===== src/rtl/intc_pkg.sv =====
// Shared constants for the intc_pic interrupt controller: register map,
// FSM state encoding and default sizing.
package intc_pkg;

  localparam int unsigned INTC_NUM_IRQ = 8;
  localparam int unsigned INTC_ID_W    = 3;

  localparam logic [1:0] INTC_A_MASK = 2'd0;
  localparam logic [1:0] INTC_A_PEND = 2'd1;
  localparam logic [1:0] INTC_A_ID   = 2'd2;
  localparam logic [1:0] INTC_A_EOI  = 2'd3;

  typedef enum logic [1:0] {
    IDLE = 2'd0,
    REQ  = 2'd1,
    ACK  = 2'd2
  } intc_state_t;

endpackage


===== src/rtl/intc_prio_enc.sv =====
// Combinational priority encoder: reports the lowest set index of vec.
module intc_prio_enc
  import intc_pkg::*;
#(
  parameter int unsigned N = INTC_NUM_IRQ,
  parameter int unsigned W = INTC_ID_W
) (
  input  logic [N-1:0] vec,
  output logic         found_c,
  output logic [W-1:0] idx_c
);

  // Scan high to low so the lowest set index is the last assignment.
  always_comb begin
    found_c = 1'b0;
    idx_c   = '0;
    for (int i = int'(N) - 1; i >= 0; i--) begin
      if (vec[i]) begin
        found_c = 1'b1;
        idx_c   = W'(i);
      end
    end
  end

endmodule


===== src/rtl/intc_pic.sv =====
// Programmable interrupt controller on the device side of intr/inta.
// Define INTC_NESTING_EN to let higher-priority sources preempt in-service ones.
module intc_pic
  import intc_pkg::*;
#(
  parameter int unsigned NUM_IRQ = INTC_NUM_IRQ,
  parameter int unsigned ID_W    = INTC_ID_W
) (
  input  logic               clk,
  input  logic               rst,
  input  logic [NUM_IRQ-1:0] irq,
  input  logic               inta,
  output logic               intr,
  input  logic               sel,
  input  logic               we,
  input  logic [1:0]         addr,
  input  logic [31:0]        wdata,
  output logic [31:0]        rdata
);

  intc_state_t        state, state_nx;
  logic [NUM_IRQ-1:0] sync1, sync2, hist;
  logic [NUM_IRQ-1:0] pending, pend_nx;
  logic [NUM_IRQ-1:0] mask;
  logic [NUM_IRQ-1:0] isr, isr_nx;
  logic [ID_W-1:0]    cur_id;
  logic               id_valid;

  logic [NUM_IRQ-1:0] rise_c, req_vec_c;
  logic               req_found_c, isr_found_c, eligible_c, commit_c;
  logic [ID_W-1:0]    win_c, isr_idx_c;
  logic               wr_mask_c, wr_pend_c, wr_eoi_c;
  logic               wdata_unused;

  assign rise_c    = sync2 & ~hist;
  assign req_vec_c = pending & ~mask;
  assign wr_mask_c = sel && we && (addr == INTC_A_MASK);
  assign wr_pend_c = sel && we && (addr == INTC_A_PEND);
  assign wr_eoi_c  = sel && we && (addr == INTC_A_EOI);
  assign wdata_unused = ^wdata;

  intc_prio_enc #(.N(NUM_IRQ), .W(ID_W)) u_req_enc (
    .vec     (req_vec_c),
    .found_c (req_found_c),
    .idx_c   (win_c)
  );

  intc_prio_enc #(.N(NUM_IRQ), .W(ID_W)) u_isr_enc (
    .vec     (isr),
    .found_c (isr_found_c),
    .idx_c   (isr_idx_c)
  );

`ifdef INTC_NESTING_EN
  assign eligible_c = req_found_c && (!isr_found_c || (win_c < isr_idx_c));
`else
  assign eligible_c = req_found_c && !isr_found_c;
`endif

  // Handshake FSM; commit only when the request is still eligible.
  always_comb begin
    state_nx = state;
    commit_c = 1'b0;
    case (state)
      IDLE: if (eligible_c) state_nx = REQ;
      REQ: begin
        if (inta && eligible_c) begin
          commit_c = 1'b1;
          state_nx = ACK;
        end else if (!eligible_c) begin
          state_nx = IDLE;
        end
      end
      ACK:     state_nx = IDLE;
      default: state_nx = IDLE;
    endcase
  end

  // Pending: W1C and commit clear first, a fresh edge always wins.
  always_comb begin
    pend_nx = pending;
    if (wr_pend_c) pend_nx = pend_nx & ~wdata[NUM_IRQ-1:0];
    if (commit_c)  pend_nx[win_c] = 1'b0;
    pend_nx = pend_nx | rise_c;
  end

  // In-service: EOI retires the prior top bit before a new commit lands.
  always_comb begin
    isr_nx = isr;
    if (wr_eoi_c && isr_found_c) isr_nx[isr_idx_c] = 1'b0;
    if (commit_c)                isr_nx[win_c]     = 1'b1;
  end

  always_ff @(posedge clk) begin
    if (rst) begin
      state    <= IDLE;
      intr     <= 1'b0;
      sync1    <= '0;
      sync2    <= '0;
      hist     <= '0;
      pending  <= '0;
      mask     <= '1;
      isr      <= '0;
      cur_id   <= '0;
      id_valid <= 1'b0;
    end else begin
      state   <= state_nx;
      intr    <= (state_nx == REQ);
      sync1   <= irq;
      sync2   <= sync1;
      hist    <= sync2;
      pending <= pend_nx;
      isr     <= isr_nx;
      if (wr_mask_c) mask <= wdata[NUM_IRQ-1:0];
      if (commit_c) begin
        cur_id   <= win_c;
        id_valid <= 1'b1;
      end else if (wr_eoi_c && (isr_nx == '0)) begin
        id_valid <= 1'b0;
      end
    end
  end

  always_comb begin
    rdata = '0;
    if (sel) begin
      case (addr)
        INTC_A_MASK: rdata[NUM_IRQ-1:0] = mask;
        INTC_A_PEND: rdata[NUM_IRQ-1:0] = pending;
        INTC_A_ID: begin
          rdata[31]       = id_valid;
          rdata[ID_W-1:0] = cur_id;
        end
        INTC_A_EOI:  rdata[NUM_IRQ-1:0] = isr;
        default:     rdata = '0;
      endcase
    end
  end

endmodule


===== config.mk =====
export PLATFORM = sky130hd
export DESIGN_NAME = intc_pic
export DESIGN_NICKNAME = d
export VERILOG_FILES = /design/src/rtl/intc_pkg.sv /design/src/rtl/intc_prio_enc.sv /design/src/rtl/intc_pic.sv
export SDC_FILE = /design/constraint.sdc
export NUM_CORES = 1
export LEC_CHECK = 0
export BUFFER_PORTS_ARGS = -buffer_cell sky130_fd_sc_hd__buf_2
export CAP_MARGIN = 30
export CORE_ASPECT_RATIO = 1.2
export CORE_MARGIN = 4
export CORE_UTILIZATION = 51
export DETAILED_ROUTE_END_ITERATION = 7
export PLACE_DENSITY = 0.85
export SETUP_SLACK_MARGIN = 0.05
export SYNTH_ARGS = -nofsm -noshare
export SYNTH_HDL_FRONTEND = slang
export SYNTH_HIERARCHICAL = 1
export SYNTH_SLANG_ARGS = --single-unit

===== constraint.sdc =====
create_clock -name clk -period 2.3 [get_ports clk]
set_input_delay 0.46 -clock clk [delete_from_list [all_inputs] [get_ports clk]]
set_output_delay 0.46 -clock clk [all_outputs]
set_load 0.05 [all_outputs]

==> flow_summary.yaml <==
run_status:
  status: "completed"
timing:
  fin_crit_ns: 2.174
  timing.fmax_mhz: 460.0
  setup_viol: 0
  skew_ns: 0.005757
  rsz0062_at_grt: "false"
  hold_viol_final: 0
  period_share: 0.9452
  maxSlewViolCount: 0
  tns_ns: 0
  setup_slack_ns: 0.1261
critical_path:
  worst_setup_path_end_kind: "flop"
  crit_chain: "nor2b_2 -> nor4_2 -> nor2b_2 -> nand2b_1 -> or4_4 -> and4_4 -> a311oi_2"
  critPathMaxFanout: 6
  criticalPathCategory: "reg -> reg"
  crit_family: "simple AND/OR/NAND/NOR gates"
  crit_required_ns: 2.52
  arrival_ns: 2.40
  cpMaxStageDelayCell: "or4_4"
  cp_slowest_stage_delay_ns: 0.45
  crit_path_frequent_cell: "nor2b_2"
  path_buf_inv: 0
  cp-start-kind: "flop"
power_and_ir_drop:
  switching_share: 0.2690
  seqPwrFrac: 0.565
  p_leak_uw: 0.001158
  power.total_uw: 1765
  clkPwrFrac: 0.292
  intPower_uw: 1290
  p_per_area_mw_per_mm2: 605.6
  combPwrFrac: 0.143
  switchingPower_uw: 474.8
  max-vdd-ir-drop_v: 0.0005898
job:
  drv_cap: 0
clocking:
  cts_tree: "yes"
  clk_path_buf_depth: 2
  clock_latency_ns: 0.30
  hold_buffers: 0
  cts_max_level: 2
  cts_sinks: 55
  clock-root-buffer: "clkbuf_8"
  clk_pin_slew_worst_paths_ns: 0.09
  cts_buffers: 5
routing:
  dr.pass1.iters: 4
  drt-initial-drc-count: 93
  wirelength_mm: 5.383
  wl_per_cell_um: 14.24
  dr_total_vias: 2047
  remaining_drc_errors: 0
  antenna_left: 0
  via_per_inst: 5.415
floorplan:
  ios: 80
  rows: 28
  coreArea_mm2: 0.004940
  die_h_um: 86.46
  die_w_um: 73.38
  start_util: 0.5296
  die-area_mm2: 0.006344
place:
  io_buffers: 32
  hpwl_mm: 4.071
  post-place-ws_ns: 0.06485
  dpl_cell_area_mm2: 0.002774
  place.gp.congestion: 0.8175
  dp_cells: 369
synth:
  async_flop_share: 0
  synth_edf_count: 0
  synth_ff_type: "dfxtp_1"
  syn_area_mm2: 0.002616
  synth_area_leaders: "dfxtp_1, nor2b_1, buf_4"
  yosys.area.top_type: "dfxtp_1"
  avgSynthCellArea_um2: 9.212
  yosys.area.top_type_share: 0.4209
  ys_ff_latch: 55
  yosysWarningCount: 6
  yosysUniqueCellTypes: 38
  syn_inst: 284
  ys_seq_area_frac: 0.4209
cells_and_area:
  postLayoutCellArea_mm2: 0.002914
  instances_no_fill: 378
  fill_cells: 433
  diodes: 0
  final_cell_mix: "dfxtp_1, nor2b_1, buf_2"
  drive_gt1_frac: 0.2264
  layout_commonest_cell: "dfxtp_1"
  nets: 365
  syn_to_final_growth_pct: 11.38
global_route:
  grt_overflow: 0
  antenna_found_initial: 0
  gr-usage-all-layers: 0.1664
  grt_pass1_wl_mm: 8.418
  grt_pass1_vias: 1880
  grt_max_degree: 22
worst_hold_path:
  hold_class: "in -> reg"
routing by layer:
layer | up-vias | share of wire | routed length, µm | track usage
li1 | 1012 | - | - | -
met1 | 946 | 0.43 | 2298 | 0.2118
met2 | 79 | 0.48 | 2566 | 0.2742
met3 | 10 | 0.080 | 430 | 0.03828
met4 | 0 | 0.016 | 87 | 0.05931
met5 | - | 0 | 0 | 0
flip-flops by register name, summed over array words and instances, names as in the netlist:
name,flops
hist,8
isr,8
mask,8
pending,8
sync1,8
sync2,8
cur_id,3
state,2
id_valid,1
intr,1
synth_stat cells, types with 3 or more instances:
| cell type | instances |
|---|---|
| a21oi_1 | 13 |
| nand4_1 | 4 |
| nor2b_1 | 46 |
| and2_1 | 8 |
| nand2_1 | 14 |
| buf_4 | 25 |
| o21ai_0 | 14 |
| mux2i_1 | 7 |
| nor2_1 | 16 |
| clkbuf_1 | 8 |
| buf_2 | 4 |
| nand3_1 | 10 |
| dfxtp_1 | 55 |
| inv_1 | 9 |
| mux4_2 | 3 |
| o41ai_1 | 3 |
| nand4b_1 | 3 |
| a211o_1 | 8 |
| a32oi_1 | 7 |
final cells by class:
class / count / area, µm² / area share
clock buffers: 6 / 82.58 / 0.02834
clock inverters: 1 / 5.005 / 0.001717
inverters: 9 / 33.78 / 0.01159
multi-input cells: 205 / 1369 / 0.4697
flip-flops and latches: 55 / 1101 / 0.3778
well taps: 60 / 75.07 / 0.02576
repair buffers: 42 / 247.7 / 0.08502
logic make-up (layout without fill, tap and decap cells):
logic type | count (synthesis) | in the layout | share of synthesized area
other | 1 | 23 | 0.001433
AND/OR/NAND/NOR | 121 | 121 | 0.2860
AO/OA/AOI/OAI | 51 | 51 | 0.1353
flip-flops | 55 | 55 | 0.4209
multiplexers | 10 | 10 | 0.05261
buffers and inverters | 46 | 58 | 0.1038
power by group through the flow:
stage / sequential [µW] / clock (µW) / combinational, µW
floorplan: 1020 / 0 / 229
global placement: 1020 / 0 / 246
detailed placement: 1020 / 0 / 250
CTS: 996 / 532 / 250
global route: 1000 / 563 / 270
finish: 997 / 516 / 252
worst register-to-register path: stages (launching register included):
cell      delay, ns
dfxtp_1        0.33
nor2b_2        0.18
nor4_2         0.30
nor2b_2        0.34
nand2b_1       0.12
or4_4          0.45
and4_4         0.17
a311oi_2       0.21
through the flow:
stage	hold slack, ns	utilization
after CTS	0.3573	0.5793
after global routing	0.3686	0.5899
after global placement	0.4161	0.5616
final	0.3659	0.5899
after floorplan	0.4138	-
after detailed placement	0.4258	0.5616
path summary, 6_finish.rpt:
| check | from | endpoint | slack, ns | depth (start not counted) |
|---|---|---|---|---|
| setup reg to reg | pending[2] | id_valid | 0.13 | 7 |
| hold reg to reg | sync1[0] | sync2[0] | 0.44 | 1 |
| hold / removal | irq[5] | sync1[5] | 0.37 | 2 |
| setup / recovery | pending[2] | id_valid | 0.13 | 7 |
what timing repair did:
action / CTS / global route
setup buffers: 0 / 2
endpoints found under the setup margin: 0 / 3
gates resized for setup: 0 / 9
No activity file was read; power rests on OpenSTA's default activity.
